[config.mk]
export PLATFORM = sky130hd
export DESIGN_NAME = banderin_ctrl
export DESIGN_NICKNAME = d
export VERILOG_FILES = /design/src/rtl/banderin_pkg.sv /design/src/rtl/banderin_ctrl_antirrebote.sv /design/src/rtl/banderin_ctrl.sv
export SDC_FILE = /design/constraint.sdc
export NUM_CORES = 1
export LEC_CHECK = 0
export ABC_AREA = 1
export BUFFER_PORTS_ARGS = -buffer_cell sky130_fd_sc_hd__buf_2
export CAP_MARGIN = 20
export CORE_AREA = 2 2 141 116
export DETAILED_ROUTE_END_ITERATION = 8
export DIE_AREA = 0 0 143 118
export HOLD_SLACK_MARGIN = 0.08
export MAX_ROUTING_LAYER = met4
export PLACE_DENSITY = 0.71
export SETUP_SLACK_MARGIN = 0.4
export SLEW_MARGIN = 20
export SYNTH_ARGS = -nofsm -noshare
export SYNTH_HDL_FRONTEND = slang
export SYNTH_SLANG_ARGS = --single-unit
[constraint.sdc]
create_clock -name clk -period 1.8 [get_ports clk]
set_input_delay 0.09 -clock clk [delete_from_list [all_inputs] [get_ports clk]]
set_output_delay 0.09 -clock clk [all_outputs]
set_load 0.03 [all_outputs]
[src/rtl/banderin_pkg.sv]
// banderin_pkg: FSM state encoding and default timing constants for the race flag controller
package banderin_pkg;
  typedef enum logic [1:0] {
    REPOSO  = 2'd0,
    ARMADO  = 2'd1,
    CARRERA = 2'd2,
    FIN     = 2'd3
  } estado_t;
  localparam int unsigned CLK_FREQ_HZ_DEF   = 25_000_000;
  localparam int unsigned DEBOUNCE_CLKS_DEF = 250_000;
  localparam int unsigned MIN_LAP_CLKS_DEF  = 25_000_000;
  localparam int unsigned HOLD_CLKS_DEF     = 50_000_000;
  localparam int unsigned MAX_RACE_CLKS_DEF = 1_500_000_000;
endpackage

[src/rtl/banderin_ctrl_antirrebote.sv]
// antirrebote: 2-FF synchronizer, level debouncer and rising-edge strobe for one async input
module antirrebote
  import banderin_pkg::*;
#(
  parameter int unsigned DEBOUNCE_CLKS = DEBOUNCE_CLKS_DEF
) (
  input  logic clk,
  input  logic reset_n,
  input  logic entrada,
  output logic pulso
);
  localparam logic [31:0] LIMITE = 32'(DEBOUNCE_CLKS - 1);
  logic [1:0]  sync;
  logic [31:0] cnt;
  logic        nivel, nivel_d;
  // synchronize, then accept a new level only after enough consecutive differing samples
  always_ff @(posedge clk or negedge reset_n) begin
    if (!reset_n) begin
      sync    <= '0;
      cnt     <= '0;
      nivel   <= 1'b0;
      nivel_d <= 1'b0;
    end else begin
      sync    <= {sync[0], entrada};
      nivel_d <= nivel;
      if (sync[1] == nivel) cnt <= '0;
      else if (cnt == LIMITE) begin
        cnt   <= '0;
        nivel <= sync[1];
      end else cnt <= cnt + 32'd1;
    end
  end
  assign pulso = nivel & ~nivel_d;
endmodule

[src/rtl/banderin_ctrl.sv]
// banderin_ctrl: race start/finish flag controller; define BANDERIN_TIMEOUT_EN to end races after MAX_RACE_CLKS
module banderin_ctrl
  import banderin_pkg::*;
#(
  parameter int unsigned CLK_FREQ_HZ   = CLK_FREQ_HZ_DEF,
  parameter int unsigned DEBOUNCE_CLKS = DEBOUNCE_CLKS_DEF,
  parameter int unsigned MIN_LAP_CLKS  = MIN_LAP_CLKS_DEF,
  parameter int unsigned HOLD_CLKS     = HOLD_CLKS_DEF,
  parameter int unsigned MAX_RACE_CLKS = MAX_RACE_CLKS_DEF
) (
  input  logic       clk,
  input  logic       reset_n,
  input  logic       boton_armar,
  input  logic       sensor_paso,
  output logic       comando_banderin,
  output logic       carrera_activa,
  output logic       evento_inicio,
  output logic       evento_fin,
  output logic [1:0] estado
);
  localparam logic [63:0] unused_cfg = {CLK_FREQ_HZ, MAX_RACE_CLKS};
  localparam logic [31:0] MIN_LAP = 32'(MIN_LAP_CLKS);
  localparam logic [31:0] HOLD_FIN = 32'(HOLD_CLKS - 1);
  estado_t     estado_q, estado_sig;
  logic        arm, sen, ini, fin;
  logic [31:0] cnt_carrera, cnt_fin;
  antirrebote #(.DEBOUNCE_CLKS(DEBOUNCE_CLKS)) u_arm (
    .clk(clk), .reset_n(reset_n), .entrada(boton_armar), .pulso(arm)
  );
  antirrebote #(.DEBOUNCE_CLKS(DEBOUNCE_CLKS)) u_sen (
    .clk(clk), .reset_n(reset_n), .entrada(sensor_paso), .pulso(sen)
  );
  // next state: arm strobe always wins, finish needs the minimum lap time
  always_comb begin
    estado_sig = estado_q;
    ini = 1'b0;
    fin = 1'b0;
    unique case (estado_q)
      REPOSO: estado_sig = arm ? ARMADO : REPOSO;
      ARMADO:
        if (arm) estado_sig = REPOSO;
        else if (sen) begin
          estado_sig = CARRERA;
          ini = 1'b1;
        end
      CARRERA:
        if (arm) estado_sig = REPOSO;
        else if (sen && cnt_carrera >= MIN_LAP) begin
          estado_sig = FIN;
          fin = 1'b1;
        end
`ifdef BANDERIN_TIMEOUT_EN
        else if (cnt_carrera >= 32'(MAX_RACE_CLKS)) begin
          estado_sig = FIN;
          fin = 1'b1;
        end
`endif
      FIN: estado_sig = (cnt_fin == HOLD_FIN) ? REPOSO : FIN;
      default: estado_sig = REPOSO;
    endcase
  end
  // state, counters and registered outputs derived from the next state
  always_ff @(posedge clk or negedge reset_n) begin
    if (!reset_n) begin
      estado_q         <= REPOSO;
      cnt_carrera      <= '0;
      cnt_fin          <= '0;
      comando_banderin <= 1'b0;
      carrera_activa   <= 1'b0;
      evento_inicio    <= 1'b0;
      evento_fin       <= 1'b0;
    end else begin
      estado_q         <= estado_sig;
      cnt_carrera      <= (estado_q != CARRERA) ? '0 : (&cnt_carrera) ? cnt_carrera : cnt_carrera + 32'd1;
      cnt_fin          <= (estado_q == FIN) ? cnt_fin + 32'd1 : '0;
      comando_banderin <= (estado_sig == ARMADO) || (estado_sig == FIN);
      carrera_activa   <= estado_sig == CARRERA;
      evento_inicio    <= ini;
      evento_fin       <= fin;
    end
  end
  assign estado = estado_q;
endmodule

==> results of run 1 <==
-- worst max path at each step --
stage / start / endpoint / slack (ps) / depth (start not counted)
after floorplan: cnt_carrera[0] / cnt_carrera[1] / 380 / 8
after global placement: u_arm.cnt[0] / u_arm.cnt[0] / 150 / 8
after detailed placement: cnt_carrera[0] / cnt_carrera[7] / 90 / 8
after CTS: cnt_fin[0] / cnt_fin[20] / 340 / 9
after global routing: cnt_fin[1] / cnt_fin[18] / 110 / 9
final: cnt_fin[1] / cnt_fin[18] / 210 / 9
-- registers in the layout (all words and copies together) (netlist names) --
signal and cells:
u_sen.nivel_d 1, evento_fin 1, u_sen.nivel 1, u_arm.nivel_d 1, estado 2, cnt_fin 32
carrera_activa 1, u_arm.cnt 32, u_arm.sync 2, evento_inicio 1, cnt_carrera 32, u_sen.cnt 32
u_sen.sync 2, u_arm.nivel 1
-- kinds of logic (layout without fill, tap and decap cells) --
group	Yosys count	after routing	share of synthesized area (%)
simple gates	892	892	44.32
buf+inv	159	327	7.234
flops	141	141	41.46
compound gates	54	54	3.573
xor+xnor	26	26	2.676
fa+ha+maj	5	5	0.7352
-- cell usage after synthesis --
cell type / number
o21ai_0: 18
buf_2: 6
a31oi_1: 2
clkbuf_1: 6
nor2_2: 6
nand3_2: 4
clkinv_1: 1
o21a_1: 1
inv_1: 141
o21ai_1: 1
o21bai_1: 4
nor3_1: 56
or2_2: 3
nand2_1: 382
buf_6: 1
nand2_2: 4
nor2_4: 5
nand3_1: 106
nor2_1: 289
nor3b_1: 2
xnor2_1: 8
buf_4: 1
o31ai_1: 5
inv_2: 3
and3_1: 1
xor2_1: 18
nand3b_1: 3
o21ai_2: 1
nand4_1: 24
nor3_2: 7
dfrtp_1: 141
a21o_1: 1
a21oi_1: 21
ha_1: 5
-- repair_timing --
action                                 4_1_cts  5_1_grt
hold buffers                                 3        0
pin swaps                                   29      106
setup endpoints to repair                  107      119
gates resized for setup                    117      318
endpoints found under the hold margin      120        0
cloned                                       1        0
setup buffers                               45       65
-- power by group through the flow --
stage	clock (mW)	combinational (mW)	sequential [mW]
6_report	3.99	0.194	3.20
5_1_grt	4.17	0.218	3.20
4_1_cts	4.02	0.167	3.20
3_5_place_dp	0	0.145	3.26
3_3_place_gp	0	0.144	3.26
2_1_floorplan	0	0.0427	3.25
-- cell type report --
cell class	instances	share of cell area (%)
clock inverters	13	1.752
flip-flops and latches	141	29.71
multi-input cells	977	47.11
well taps	215	2.242
repair buffers	150	10.75
inverters	145	4.652
clock buffers	19	3.776
-- worst reg2reg max path, cell delays in order, from the launching register on --
cell and delay [ps]:
dfrtp_1 410, ha_4 180, nand3_4 90, nor2_4 130, buf_4 140, nand2_2 80, nor2_4 160, nand3_1 110
o21ai_1 130, nor2_1 60
-- metal layers --
metal / vias to the layer above / track usage, % / wire length [microns]
met5: - / - / 0
met4: 0 / 8.725 / 915
met3: 96 / 5.899 / 2255
met2: 506 / 43.12 / 13120
met1: 4393 / 42.18 / 11390
li1: 4345 / - / -
==> results.md, run 1 <==
- The category of the most critical setup path is flip-flop to flip-flop.
- The tool flagged a number of max-cap violations equal to 0.
- Combinational cells account for between 2 and 3% of the total power.
- Summed over all nets, the switching power comes to approximately 1.6 mW.
- The root buffer cell chosen for the clock tree is clkbuf_16.
- Once placement finished, the instance area stood at roughly 9000 sq um.
- The post-synthesis instance area is 8509 sq um.
- The number of standard cells in the layout, taps in and fillers out is 1660.
- Global routing used 29.67% of the available tracks across all layers.
- The via count of the first global-routing pass is between 7000 and 8000.
- The number of antenna repair diodes is 0.
- In this run the critical register-to-register path is launched from cnt_fin[1].
- The synthesis-to-finish area growth is 40.98%.
- After synthesis, the netlist uses 34 different library cells.
- The CTS tree is yes.
- Entering global routing, the biggest net connects ~50 pins.
- The cell type with the highest occurrence count on the critical path is nor2_4.
- The headroom to the max-slew limit is 69.76%.
- Setup repair after global routing could not meet its margin everywhere.
- The count of boundary I/O pins is 10.
- Of the post-synthesis cell area, the dominant cell type holds 41.46%.
- The overflow left after global routing is 0.
- The clock insertion delay at the later pin of the skew report is 430 ps.
- From left edge to right edge, the die measures 143 microns.
- Setup slack on the worst reg-to-reg path comes out at 210 ps.
- The critical path goes through ha_4, nand3_4, nor2_4, buf_4, nand2_2, nor2_4, nand3_1, o21ai_1, nor2_1.
- In the routed design, unresolved DRC markers number 0.
- The detailed-routing iteration count for the pre-antenna-repair pass is 7.
- For the pin with the worst max-slew slack, the measured transition is 453.6 ps.
- The clock passes through at most 2 buffers.
- The accumulated negative setup slack is 0 ps.
- Across all layers, the routed design uses between 9000 and 10000 vias.
- Routability-driven placement finished with a final weighted congestion of 1.003.
- The worst register-to-register path ends at cnt_fin[18].
- The half-perimeter wire length after placement is 16420 microns.
- The detailed router finished its first iteration with just over 1000 violations.
- Fill cells in the final layout number 1015.
- The internal power of the cells totals 5.795 mW.
- After detailed routing, the number of vias per cell comes to between 5 and 6.
- The average cell area after synthesis is 6.664 sq um.
- The detailed-route wire length is approximately 28000 microns.
- By area the synthesized netlist is led by dfrtp_1 (41%), nand2_1 (17%), nor2_1 (13%), nand3_1 (6.2%), inv_1 (6.2%).
- Leaving out fill and tap cells, the most frequent cell in the layout is nand2_1.
- The critical path data required time is 2110 ps.
- The number of placement rows is 41.
- The clock-pin slew of the registers on the worst-case setup and hold paths is approximately 70 ps.
- The total leakage power is 5.297 nW.
- For this run, the number of Yosys warnings is 0.
- The register area is 3565 sq um.
- The final worst clock skew is 10.23 ps.
- The count of nets left with antenna violations once routing finished came out at 0.
- The wire length of the first global-routing pass is roughly 39000 microns.
- The count of buffers added on input and output ports is 9.
- The die is 118 microns tall.
- The final-layout worst hold slack is between 150 and 200 ps.
- The peak clock frequency supported by timing is between 600 and 700 MHz.
- The worst path in the final design needs a cycle of about 1600 ps, including I/O delays and setup.
- Summing all multi-input logic gate instances after layout gives ~5700 sq um.
- The type of the tightest min-delay check is input port to async pin.
- The detailed-route wire length per cell is ~17 microns.
- The depth of the worst register-to-register path is 9.
- The kind of cell with the highest combined delay along the critical path is simple AND/OR/NAND/NOR gates.
- The run finished with clean final reports.
- The area of the core is approximately 15000 sq um.
- The number of antenna violations at the first check in global routing is 0.
- The number of max-slew violations in the final report is 0.
- The setup slack at placement is 94.83 ps.
- Of the cells placed in the final design, the portion with a size suffix greater than 1 is between 30% and 40%.
- The initial core utilization is 55.11%.
- The number of failing setup endpoints in the final timing report is 0.
- In this run the power density over the cells is 616.0 nW/um^2.
- The launching element type of the critical path is a flip-flop.
- The share of the yosys chip area belonging to registers is 41.46%.
- The floorplan step defined a die boundary enclosing 16870 sq um.
- The cell with the largest stage delay on the worst path is dfrtp_1.
- The power consumption is 7.390 mW.
- The sink count of the clock tree is 141.
- After the last flow step, the layout net total stands at about 1400.
- The maximum cell stage delay along the critical path is 410 ps.
- After synthesis the netlist holds a flip-flop and latch count of 141.
- The cell taking the most area after synthesis is dfrtp_1.
- The final standard cell area without fillers is 12000 sq um.
- The worst-case IR drop observed on VDD is 0.6792 mV.
- Sequential cells burn 43.4% of the power.
- The final critical-path setup slack is between 200 and 250 ps.
- The library cells used most frequently in the layout, excluding fill and tap cells, are nand2_1 (295), nor2_1 (181), dfrtp_1 (112), inv_1 (109), buf_4 (109).
- Once layout is complete, the utilization of the core stands at approximately 78%.
- The cell count after placement is 1514.
- The CTS buffer count is 17.
- STA classifies the critical path endpoint as a flip-flop.
- The number of H-tree levels is 4.
- The cell count after synthesis is 1277.
- When the netlist entered floorplanning its net count stood at about 1300.
- The relative contribution of the clock network to total power is 54.0%.
- The arrival time of the worst setup path is approximately 1900 ps.
- The highest fanout seen on the critical path is 5.
- The fraction of power spent switching nets is 21.59%.
- After layout, the worst path uses 88.56% of the clock period.
- The hold violation total from the final report is 0.
- The sum of buffers and inverters on the critical path is 1.
Note: power is estimated with default switching activity, not from simulation.
==> inputs of run 2 (changes only) <==
--- a/config.mk
+++ b/config.mk
@@ -8,12 +8,11 @@
 export ABC_AREA = 1
 export BUFFER_PORTS_ARGS = -buffer_cell sky130_fd_sc_hd__buf_2
 export CAP_MARGIN = 20
-export CORE_AREA = 2 2 141 116
+export CORE_AREA = 2 2 149 122
 export DETAILED_ROUTE_END_ITERATION = 8
-export DIE_AREA = 0 0 143 118
+export DIE_AREA = 0 0 151 124
 export HOLD_SLACK_MARGIN = 0.08
 export MAX_ROUTING_LAYER = met4
-export PLACE_DENSITY = 0.71
 export SETUP_SLACK_MARGIN = 0.4
 export SLEW_MARGIN = 20
 export SYNTH_ARGS = -nofsm -noshare
==> run 2 against run 1 <==
Wire length decreased by 9.0%. Sequential share of layout area up 0.92 points. Maximum frequency rose by 6.0%.
==> results.md, run 2 (synthesized netlist as in run 1, its figures left out) <==
- In this run the vertical extent of the chip is 124 microns.
- The flow ran to the end, and the final reports show no timing, DRC or antenna violations.
- Counting both buffers and inverters, the worst setup path holds a total of 1.
- The half-perimeter wire length after placement is 16910 microns.
- The peak clock frequency supported by timing is 665.3 MHz.
- The hold violation total from the final report was 0.
- The path class of the tightest hold or removal check is input port to async pin.
- After the first detailed-routing iteration, the DRC count stood at 791.
- The clock passes through at most 2 buffers.
- The worst setup path is captured at a flip-flop.
- The detailed-route wire length is 25200 microns.
- The headroom to the max-slew limit is 69.21%.
- Clock latency on the worst-skew pair, taken at its later pin, is 430 ps.
- 10 I/O pins were placed.
- The signal on the critical path passes through nand2_2, nor2_2, nand2_2, nor2_4, buf_4, nand3b_1, nand2_1, nand2_1, nor2_1.
- The tool flagged a number of max-cap violations equal to 0.
- The category of the most critical setup path is flip-flop to flip-flop.
- Cells with a size suffix above 1 make up 35.42% of the layout.
- The residual antenna-violating net count after detailed routing is 0.
- The total leakage power is 5.156 nW.
- The accumulated negative setup slack is 0 ps.
- The core region is 17110 sq um.
- The die is 151 microns wide.
- The detailed-routing iteration count for the pre-antenna-repair pass is 6.
- At the pin with the least slew margin, the transition time is 461.9 ps.
- The number of placement rows is 43.
- The net count of the finished layout is 1419.
- The tightest hold path in the finished design has a slack of approximately 150 ps.
- The overflow left after global routing is 0.
- The CTS tree is yes.
- In this run the tool buffered the top-level ports with 9 buffer cells.
- The number of failing setup endpoints in the final timing report is 0.
- In this run the worst path has a maximum fanout of 4.
- The tree is rooted in a clkbuf_16.
- The cell with the largest stage delay on the worst path is dfrtp_1.
- The via count of the first global-routing pass came to 7904.
- The detailed-route vias per instance is about 5.3.
- The number of max-slew violations in the final report is 0.
- The commonest non-fill, non-tap cell in the layout is nand2_1.
- In the final routed layout, each cell accounts on average for ~15 microns.
- Once the floorplan was initialized, standard cells occupied 49.74% of the core.
- The family with the most delay on the worst path is simple AND/OR/NAND/NOR gates.
- The largest net degree at the start of global routing is 46.
- The clock drives 141 sinks.
- The layout has 1415 filler cells.
- The CTS buffer count is 17.
- The clock-pin slew of the registers on the worst-case setup and hold paths is 60 ps.
- The top cell types in the final layout, fill and taps aside, are nand2_1 (305), nor2_1 (176), inv_1 (110), buf_4 (105), dfrtp_1 (102).
- Setup repair after global routing could not meet its margin everywhere.
- For the worst setup path, the data required time is 2160 ps.
- The power density over cell area is 628.1 nW/um^2.
- IR analysis of the VDD net gives a maximum drop of 0.5197 mV.
- The clock period minus worst slack is 1503 ps.
- The number of remaining DRC errors is 0.
- The area growth from synthesis to layout is 37.24%.
- The arrival time of the worst setup path is 1860 ps.
- The number of antenna violations at the first check in global routing was 0.
- The die covers 18720 sq um.
- The via count is slightly below 9000.
- The part of the cycle the worst path needs is 83.51%.
- The sequential cells in the finished layout cover a total of 3577 sq um.
- Across every metal layer, demand over resource in global routing totals approximately 27%.
- The launching element type of the critical path is a flip-flop.
- The footprint of the multi-input gates is 5575 sq um.
- The congestion estimate from routability-driven global placement came to 0.9483.
- The maximum cell stage delay along the critical path is between 400 and 500 ps.
- On the final layout, the worst clock skew is 12.76 ps.
- In this run the number of H-tree levels came out at 4.
- The wire length of the first global-routing pass is slightly below 40000 microns.
## run 2: final timing paths
kind | start | cells after the start | slack [ps] | end
max | cnt_carrera[9] | 9 | 300 | cnt_carrera[24]
min | reset_n | 2 | 150 | u_arm.cnt[9]
max reg2reg | cnt_carrera[9] | 9 | 300 | cnt_carrera[24]
min reg2reg | u_sen.sync[0] | 0 | 350 | u_sen.sync[1]
max in group asynchronous | reset_n | 3 | 900 | cnt_carrera[16]
min in group clk | sensor_paso | 2 | 310 | u_sen.sync[0]
## run 2: timing repair
action,CTS,global route
endpoints found under the hold margin,119,0
resized for setup,112,296
pin swaps,28,88
endpoints found under the setup margin,111,119
hold buffers,3,0
buffers inserted,50,44
## run 2: worst register-to-register path: stages, from the launching register on
cell and delay, ps:
dfrtp_1 430, nand2_2 110, nor2_2 200, nand2_2 110, nor2_4 150, buf_4 130, nand3b_1 100, nand2_1 80
nand2_1 50, nor2_1 80
## run 2: layout make-up
type | count | area share [%]
multi-input combinational | 977 | 47.74
tap | 225 | 2.411
clock inverter | 11 | 1.607
sequential | 141 | 30.63
inverter | 145 | 4.757
antenna | 1 | 0.02143
timing repair buffer | 128 | 8.807
clock buffer | 21 | 4.028
## run 2: routing by layer
layer	vias up	GRT usage, %	routed length [microns]
li1	4297	-	-
met1	4153	38.47	11740
met2	294	40.11	11640
met3	50	5.421	1371
met4	0	8.353	450
met5	-	-	0
## run 2: report_power, final
group	leakage [nW]	switching, mW	total (mW)	internal, mW
registers	1.89	0.0163	3.20	3.19
clock network	0.327	1.40	3.96	2.56
logic	2.94	0.116	0.173	0.0566
## run 2: metrics by stage
stage | power (mW) | instances | area [sq um] | worst slack, ps | util [%]
2_1_floorplan | 3.298 | 1277 | 8543 | 377.4 | -
3_3_place_gp | 3.403 | 1519 | 8996 | 133.5 | 52.58
3_5_place_dp | 3.404 | 1519 | 8996 | 128.0 | 52.58
4_1_cts | 7.385 | 1604 | 10450 | 332.3 | 61.06
5_1_grt | 7.559 | 1648 | 11680 | 185.9 | 68.25
6_report | 7.335 | 1649 | 11680 | 296.8 | 68.26
